===== config.mk =====
export PLATFORM = sky130hd
export DESIGN_NAME = shift_pattern_sequencer_flat
export DESIGN_NICKNAME = d
export VERILOG_FILES = /design/src/rtl/shift_pattern_sequencer_if.sv /design/src/rtl/shift_pattern_sequencer.sv /design/src/flat_wrapper.sv
export SDC_FILE = /design/constraint.sdc
export NUM_CORES = 1
export LEC_CHECK = 0
export CAP_MARGIN = 20
export CORE_ASPECT_RATIO = 1.25
export CORE_UTILIZATION = 40
export DETAILED_ROUTE_END_ITERATION = 16
export PLACE_DENSITY = 0.65
export SLEW_MARGIN = 20
export SYNTH_ARGS = -nofsm -noshare
export SYNTH_HDL_FRONTEND = slang
export SYNTH_SLANG_ARGS = --single-unit
export TNS_END_PERCENT = 100

===== constraint.sdc =====
create_clock -name clk -period 3.2 [get_ports clk]
set_clock_uncertainty 0.1 [all_clocks]
set_input_delay 0.64 -clock clk [delete_from_list [all_inputs] [get_ports clk]]
set_output_delay 0.64 -clock clk [all_outputs]
set_load 0.1 [all_outputs]

===== src/rtl/shift_pattern_sequencer_if.sv =====
// Control/status bundle between board control logic and the walking-light sequencer.
// The master side drives start/stop/config; the sequencer drives the LED pattern and status.
interface shift_pattern_sequencer_if #(
    parameter int WIDTH = 8,
    parameter int DW    = 8
);
    logic             start;
    logic             stop;
    logic [1:0]       mode;
    logic [DW-1:0]    dwell;
    logic [WIDTH-1:0] count;
    logic             busy;
    logic             step;
    logic             done;

    modport master (output start, stop, mode, dwell, input count, busy, step, done);
    modport slave  (input start, stop, mode, dwell, output count, busy, step, done);
endinterface


===== src/rtl/shift_pattern_sequencer.sv =====
// One-hot walking-light sequencer with start/stop, four sweep modes, programmable
// per-step dwell and an extra hold at the home position (bit 0).
module shift_pattern_sequencer #(
    parameter int WIDTH    = 8,
    parameter int DW       = 8,
    parameter int END_HOLD = 3
) (
    input logic                    clk,
    input logic                    reset,
    shift_pattern_sequencer_if.slave bus
);
    localparam int HW = (END_HOLD < 1) ? 1 : $clog2(END_HOLD + 1);
    localparam logic [WIDTH-1:0] HOME = WIDTH'(1);
    localparam logic [WIDTH-1:0] MSB  = {1'b1, {(WIDTH-1){1'b0}}};
    localparam logic [1:0] M_BOUNCE = 2'b00;
    localparam logic [1:0] M_ROTL   = 2'b01;
    localparam logic [1:0] M_ROTR   = 2'b10;
    localparam logic [1:0] M_SINGLE = 2'b11;

    typedef enum logic [1:0] {S_IDLE, S_HOLD, S_RUN} state_t;

    state_t           r_state;
    logic [WIDTH-1:0] r_count;
    logic             r_busy;
    logic             r_step;
    logic             r_done;
    logic [1:0]       r_mode_q;
    logic [DW-1:0]    r_dwell_q;
    logic [DW-1:0]    r_dwell_cnt;
    logic [HW-1:0]    r_hold_cnt;
    logic             r_dir;   // 1 = moving toward MSB

    logic             w_tick;
    logic [WIDTH-1:0] w_shl;
    logic [WIDTH-1:0] w_shr;

    assign w_tick = (r_state != S_IDLE) && (r_dwell_cnt == r_dwell_q);
    assign w_shl  = {r_count[WIDTH-2:0], 1'b0};
    assign w_shr  = {1'b0, r_count[WIDTH-1:1]};

    always_ff @(posedge clk) begin
        if (reset) begin
            r_state     <= S_IDLE;
            r_count     <= HOME;
            r_busy      <= 1'b0;
            r_step      <= 1'b0;
            r_done      <= 1'b0;
            r_mode_q    <= 2'b00;
            r_dwell_q   <= '0;
            r_dwell_cnt <= '0;
            r_hold_cnt  <= '0;
            r_dir       <= 1'b1;
        end else begin
            r_step <= 1'b0;
            r_done <= 1'b0;
            if (bus.stop) begin
                // Abort from anywhere; step reports the jump back home if there is one
                r_state     <= S_IDLE;
                r_count     <= HOME;
                r_busy      <= 1'b0;
                r_step      <= (r_count != HOME);
                r_dwell_cnt <= '0;
                r_hold_cnt  <= '0;
                r_dir       <= 1'b1;
            end else begin
                if (r_state != S_IDLE)
                    r_dwell_cnt <= w_tick ? '0 : r_dwell_cnt + 1'b1;
                case (r_state)
                    S_IDLE: begin
                        if (bus.start) begin
                            r_mode_q    <= bus.mode;
                            r_dwell_q   <= bus.dwell;
                            r_dwell_cnt <= '0;
                            r_hold_cnt  <= '0;
                            r_dir       <= 1'b1;
                            r_busy      <= 1'b1;
                            r_state     <= S_HOLD;
                        end
                    end
                    S_HOLD: begin
                        if (w_tick) begin
                            if (r_hold_cnt == HW'(END_HOLD)) begin
                                r_state <= S_RUN;
                                r_step  <= 1'b1;
                                r_count <= (r_mode_q == M_ROTR) ? MSB : WIDTH'(2);
                                // With WIDTH==2 the first left move already lands on the MSB
                                r_dir   <= (WIDTH > 2);
                            end else begin
                                r_hold_cnt <= r_hold_cnt + 1'b1;
                            end
                        end
                    end
                    S_RUN: begin
                        if (w_tick) begin
                            r_step <= 1'b1;
                            case (r_mode_q)
                                M_ROTL: begin
                                    if (r_count[WIDTH-1]) begin
                                        r_count    <= HOME;
                                        r_hold_cnt <= '0;
                                        r_state    <= S_HOLD;
                                    end else begin
                                        r_count <= w_shl;
                                    end
                                end
                                M_ROTR: begin
                                    r_count <= w_shr;
                                    if (r_count[1]) begin
                                        r_hold_cnt <= '0;
                                        r_state    <= S_HOLD;
                                    end
                                end
                                default: begin
                                    if (r_dir) begin
                                        r_count <= w_shl;
                                        if (r_count[WIDTH-2])
                                            r_dir <= 1'b0;
                                    end else begin
                                        r_count <= w_shr;
                                        if (r_count[1]) begin
                                            r_dir      <= 1'b1;
                                            r_hold_cnt <= '0;
                                            if (r_mode_q == M_SINGLE) begin
                                                r_state <= S_IDLE;
                                                r_busy  <= 1'b0;
                                                r_done  <= 1'b1;
                                            end else begin
                                                r_state <= S_HOLD;
                                            end
                                        end
                                    end
                                end
                            endcase
                        end
                    end
                    default: r_state <= S_IDLE;
                endcase
            end
        end
    end

    assign bus.count = r_count;
    assign bus.busy  = r_busy;
    assign bus.step  = r_step;
    assign bus.done  = r_done;

endmodule


===== src/flat_wrapper.sv =====
// flat-port wrapper written by rule: the top's interface ports become plain ports
module shift_pattern_sequencer_flat 
#(
    parameter int WIDTH    = 8,
    parameter int DW       = 8,
    parameter int END_HOLD = 3
)
  (clk, reset, bus_start, bus_stop, bus_mode, bus_dwell, bus_count, bus_busy, bus_step, bus_done);
  shift_pattern_sequencer_if #(.WIDTH(WIDTH), .DW(DW)) bus_i ();
  input logic clk;
  input logic reset;
  input wire logic [$bits(bus_i.start)-1:0] bus_start;
  input wire logic [$bits(bus_i.stop)-1:0] bus_stop;
  input wire logic [$bits(bus_i.mode)-1:0] bus_mode;
  input wire logic [$bits(bus_i.dwell)-1:0] bus_dwell;
  output wire logic [$bits(bus_i.count)-1:0] bus_count;
  output wire logic [$bits(bus_i.busy)-1:0] bus_busy;
  output wire logic [$bits(bus_i.step)-1:0] bus_step;
  output wire logic [$bits(bus_i.done)-1:0] bus_done;
  assign bus_i.start = bus_start;
  assign bus_i.stop = bus_stop;
  assign bus_i.mode = bus_mode;
  assign bus_i.dwell = bus_dwell;
  assign bus_count = bus_i.count;
  assign bus_busy = bus_i.busy;
  assign bus_step = bus_i.step;
  assign bus_done = bus_i.done;
  shift_pattern_sequencer #(.WIDTH(WIDTH), .DW(DW), .END_HOLD(END_HOLD)) u_core (.clk(clk), .reset(reset), .bus(bus_i));
endmodule

# Word level (Yosys, flattened, before mapping)
# Cells that the tools add are included.
# W data, S select, Z words.
# word_totals
output_inout_bits,11
word_cells,105
reg_bits,34
# classes
reduce_logical,15
n_eq_ne,21
bitwise_logic,4
addsub,2
muxes,53
# op_table
op,n
$mux W8,10
$pmux W8 S2,2
$mux W2,15
$mux W1,19
$reduce_and A7 Y1,2
$pmux W2 S3,2
$ne A2 B1 Y1 const B,5
$add A8 B1 Y8 const B,1
$eq A2 B2 Y1 const B,4
$eq A8 B8 Y1,1
$ne A2 B2 Y1 const B,4
$ne A8 B1 Y1 const B,1
$pmux W2 S2,2
$reduce_and A8 Y1,1
$reduce_or A8 Y1,1
$ne A3 B2 Y1 const B,2
$reduce_and A6 Y1,1
$reduce_bool A2 Y1,3
$eq A2 B1 Y1 const B,2
$ne A4 B4 Y1 const B,1
$not A1 Y1,4
$pmux W1 S2,2
$reduce_and A4 Y1,1
$reduce_or A2 Y1,2
other kinds (7),7

# Longest topological paths before layout
# logic_depth
ltp_word,7
depth_mapped,8

# Least setup slack after synthesis
# No wires, ideal clock.
# synth_path
path_kind,register to register
startpoint,register u_core.r_count[1] (netlist: u_core.bus.count[1])
endpoint,register u_core.r_state[0]
t_arrival_ps,2164
required_time_ps,2999
path_stages_with_launch,6
period_less_slack_ps,2365
setup_ps,101
slack_ps,835
path_cell_list,dfxtp_1 > inv_2 > o311ai_1 > o311a_1 > nand3_1 > o41ai_1
# synth_between
elab_chain_len,2
# synth_lines
element,line_no,text
from (decl),shift_pattern_sequencer.sv:23,logic [WIDTH-1:0] r_count;
from (signal assigned),shift_pattern_sequencer.sv:85,r_count <= (r_mode_q == M_ROTR) ? MSB : WIDTH'(2);
from (signal assigned),shift_pattern_sequencer.sv:103,r_count <= w_shl;
from (signal assigned),shift_pattern_sequencer.sv:107,r_count <= w_shr;
$ne A3 B2 Y1 (no line) / $ne A3 B1 Y1 (equally long branches),n/a,
$reduce_and A8 Y1 (no line) (*),n/a,
to (signal assigned),shift_pattern_sequencer.sv:43,r_state <= S_IDLE;
to (signal assigned),shift_pattern_sequencer.sv:58,r_state <= S_IDLE;
to (signal assigned),shift_pattern_sequencer.sv:77,r_state <= S_HOLD;
to (decl),shift_pattern_sequencer.sv:22,state_t r_state;
# Mark *: on every way between the ends. The rest lies on a longest branch, timed or not.
# A chain may end at the register's enable or synchronous reset.

# Worst setup path in the final report
# layout_path
startpoint,register u_core.r_state[1]
endpoint,register u_core.r_done (netlist: u_core.bus.done)
# layout_between
elab_chain_len,4
# layout_lines
element,line_no,text
$reduce_bool A2 Y1,shift_pattern_sequencer.sv:37,assign w_tick = (r_state != S_IDLE) && (r_dwell_cnt == r_dwell_q);
$logic_and A1 B1 Y1,shift_pattern_sequencer.sv:37,
$not A1 Y1 (no line),n/a,
$reduce_or A8 Y1 (no line) (*),n/a,
to (signal assigned),shift_pattern_sequencer.sv:47,r_done <= 1'b0;
to (signal assigned),shift_pattern_sequencer.sv:55,r_done <= 1'b0;
to (signal assigned),shift_pattern_sequencer.sv:126,r_done <= 1'b1;
to (decl),shift_pattern_sequencer.sv:26,logic r_done;
# Marks and branches as above.

==> tab_implementation.tex <==
\begin{tabular}{lr}
\hline
Metric & Value \\
\hline
\multicolumn{2}{l}{\textbf{Die}} \\
\quad Initial standard-cell utilization of the core & 0.426 \\
\quad Area inside the core boundary & 4530 µm² \\
\quad Row Count & 27 \\
\quad Die Width & 64.1 µm \\
\quad Overall die height & 79.6 µm \\
\quad IO Count & 25 \\
\quad Die outline area & 5100 µm² \\
\multicolumn{2}{l}{\textbf{Yosys}} \\
\quad Dominant synthesized flop cell & dfxtp\_1 \\
\quad Share of Yosys cell area claimed by the top area cell type & 0.353 \\
\quad Post-synth EDFFs & 0 \\
\quad Number of unique standard cell types used by synthesis & 51 \\
\quad Avg Inst Size Synth & 8.41 µm² \\
\quad Largest area contributor in the synthesized netlist & dfxtp\_1 \\
\quad Syn\_nets & 253 \\
\quad Combined area of all synthesized cells & 1930 µm² \\
\quad Post-synthesis sequential element count & 34 \\
\quad Async set or reset register ratio after synthesis & 0 \\
\quad Dominant cells by area after synthesis & dfxtp\_1 35\%, nand2\_1 8.4\%, ha\_1 6.5\% \\
\quad Proportion of synthesized chip area in sequential cells & 0.353 \\
\quad Most common cell in the synthesized netlist & nand2\_1 \\
\quad Gate count after technology mapping & 229 \\
\quad Top cell types by occurrence after synthesis & 43 x nand2\_1, 34 x dfxtp\_1, 17 x nor2\_1, 14 x a21oi\_1 \\
\quad Count of warnings emitted by yosys & 0 \\
\multicolumn{2}{l}{\textbf{Routing}} \\
\quad Drt initial violations & 85 \\
\quad Total vias in the final route & 1,713 \\
\quad DR pass1 iterations & 4 \\
\quad Final routed DRC violation total & 0 \\
\quad Total wire length after detailed routing & 4360 µm \\
\quad Number of nets with antenna violations after detailed routing & 0 \\
\quad Vias/cell & 5.47 \\
\quad WL per Instance & 13.9 µm \\
\multicolumn{2}{l}{\textbf{Timing}} \\
\quad RSZ-0062 raised after global routing & false \\
\quad Final period util & 0.771 \\
\quad Sum of negative setup slack & 0 ps \\
\quad Min Tclk post-route & 2470 ps \\
\quad Pins over their slew limit & 0 \\
\quad Measured slew at the worst slew-check pin & 623 ps \\
\quad Worst relative slew slack & 0.583 \\
\quad WHS & 377 ps \\
\quad Achievable Freq & 405 MHz \\
\quad Final setup viols & 0 \\
\quad Number of hold-slack violations in the final timing report & 0 \\
\multicolumn{2}{l}{\textbf{Layout}} \\
\quad Area Growth Syn to Fin & 18.3\% \\
\quad Count of placed standard cells in the final layout, fillers left out & 313 \\
\quad Number of nets in the final layout & 278 \\
\quad \# diodes & 0 \\
\quad Share of final-layout standard cells stronger than drive strength 1 & 0.122 \\
\quad Number of fillers in the final layout & 445 \\
\multicolumn{2}{l}{\textbf{GRT}} \\
\quad Remaining global-route overflow & 0 \\
\quad Pin count of the biggest net entering global routing & 14 \\
\quad Wire length of the first global-routing pass & 7080 µm \\
\quad Vias in the first global route & 1,497 \\
\quad Total global-route track usage & 0.178 \\
\quad Initial antenna violation count & 0 \\
\multicolumn{2}{l}{\textbf{Worst setup path}} \\
\quad Terminus of the critical flop-to-flop path & u\_core.bus.done \\
\quad Peak fanout along the critical path & 11 \\
\quad CP Capture Type & register \\
\quad Setup crit start & u\_core.r\_state[1] \\
\quad Setup Crit Path Kind & reg2reg \\
\quad Series of cell instances along the critical path & inv\_1 -> ha\_1 -> nand2b\_1 -> or3\_1 -> nor4\_4 -> nor4b\_2 \\
\quad Length in cells of the worst reg-to-reg path & 6 \\
\quad Delay of the slowest cell on the worst path & 610 ps \\
\quad Crit path DAT & 2560 ps \\
\quad Crit-path slowest cell & or3\_1 \\
\quad Critical path destination & u\_core.bus.done \\
\quad Launch point of the worst reg-to-reg path & u\_core.r\_state[1] \\
\quad Data required, critical path & 3290 ps \\
\quad Element type at the critical path start & register \\
\quad FF-to-FF setup slack & 730 ps \\
\multicolumn{2}{l}{\textbf{Clocking}} \\
\quad Post-CTS setup repair buffer count & 0 \\
\quad CTS Root Cell & clkbuf\_8 \\
\quad Clock-pin slew reported for the worst setup and hold paths after clock tree synthesis & 70 ps \\
\quad \# hold bufs at CTS & 0 \\
\quad CTS Buf Count & 5 \\
\quad Clock tree from TritonCTS & yes \\
\quad Clock latency reported for the late side of the worst-skew pair & 290 ps \\
\quad Maximum number of buffers from clock root to sink & 2 \\
\quad Resize count post-CTS & 0 \\
\quad Clock sinks & 34 \\
\quad Count of H-tree levels built during CTS & 2 \\
\multicolumn{2}{l}{\textbf{Status}} \\
\quad Outcome & complete, no violations \\
\multicolumn{2}{l}{\textbf{Placement}} \\
\quad Post-placement cell count & 305 \\
\quad Global placement routability congestion & 0.808 \\
\quad Detailed-placement wirelength estimate & 3100 µm \\
\quad Port bufs & 24 \\
\multicolumn{2}{l}{\textbf{Pwr}} \\
\quad Power density of the placed cells & 402 nW/µm² \\
\quad Leakage power summed over all cells & 0.873 nW \\
\quad Peak VDD IR & 0.321 mV \\
\multicolumn{2}{l}{\textbf{Worst hold path}} \\
\quad Hold Path Origin & u\_core.r\_dwell\_q[0] \\
\quad Path type of the worst min-delay path & reg2reg \\
\quad Cell depth of the worst min-delay path & 2 \\
\multicolumn{2}{l}{\textbf{Job}} \\
\quad Max-cap violation count & 0 \\
\hline
\end{tabular}
## cell families after synthesis
group	count (synthesis)	synth area share
buffers and inverters	19	0.0416
adder cells (fa/ha/maj)	10	0.0649
flip-flops	34	0.353
XOR/XNOR	14	0.0714
AO/OA/AOI/OAI	44	0.163
multiplexers	9	0.0468
AND/OR/NAND/NOR	99	0.259
## worst max-delay path, delay by kind of cell (launching register included)
kind	cells	cell delay (ps)
flops	1	410
simple gates	4	1440
buf+inv	1	100
fa+ha+maj	1	310
## sequential cells by signal, indices dropped and copies added, names as in the netlist, 2 cells and up
register / cells
u_core.bus.count: 8
u_core.r_dwell_cnt: 8
u_core.r_state: 2
u_core.r_mode_q: 2
u_core.r_hold_cnt: 2
u_core.r_dwell_q: 8
## per-layer routing
layer	vias to the layer above	wire length [µm]	part of all wire	global-route usage
li1	856	-	-	-
met1	811	1940	0.44	0.211
met2	36	2180	0.50	0.310
met3	10	171	0.039	0.0386
met4	0	79	0.018	0.0682
met5	-	0	0	0
## placed cells by master, fill, tap and decap left out, types with 2 or more instances in the layout
cell,n
nor2_1,17
ha_1,10
xor2_1,4
clkdlybuf4s50_1,13
nand2b_1,3
nand4_1,4
nand3_1,8
clkbuf_8,6
mux2i_1,9
dfxtp_1,34
nor2b_1,4
nand3b_1,2
xnor2_2,2
a31oi_1,3
or3_1,5
a22o_1,5
a21oi_1,14
o21ai_1,2
nor3_1,2
o31ai_1,2
inv_1,10
o41ai_1,3
buf_4,13
nand2_1,43
xnor2_1,8
or2_2,2
## area by class of cell
type / count / area, µm² / area share
Multi-Input combinational cell: 176 / 1170 / 0.512
Sequential cell: 34 / 681 / 0.299
Timing Repair Buffer: 26 / 228 / 0.0999
Clock buffer: 7 / 86.3 / 0.0379
Tap cell: 58 / 72.6 / 0.0318
Inverter: 11 / 41.3 / 0.0181
Clock inverter: 1 / 5.00 / 0.00220
## how the worst min path moves through the flow
stage	endpoint	slack, ps
floorplan	u_core.r_dwell_q[0]	350
global placement	u_core.r_dwell_q[0]	360
detailed placement	u_core.r_dwell_q[0]	370
CTS	u_core.r_dwell_q[0]	380
global route	u_core.r_dwell_q[5]	410
finish	u_core.r_dwell_q[0]	380
## power breakdown
part,total [W],internal (W),switching (W)
Clock,0.000340,0.000174,0.000166
Combinational,0.000135,0.0000505,0.0000842
Sequential,0.000443,0.000433,0.00000954
Total,0.000917,0.000657,0.000260
## metrics by stage
step | instance area, µm² | total power, W | setup WS [ps] | util
after CTS | 2280 | 0.000920 | 756 | 0.504
after floorplan | 1930 | 0.000545 | 835 | -
after global routing | 2280 | 0.000950 | 581 | 0.504
after detailed placement | 2190 | 0.000587 | 668 | 0.483
after global placement | 2190 | 0.000586 | 682 | 0.483
final | 2280 | 0.000917 | 733 | 0.504
No activity file was read; power rests on OpenSTA's default activity.
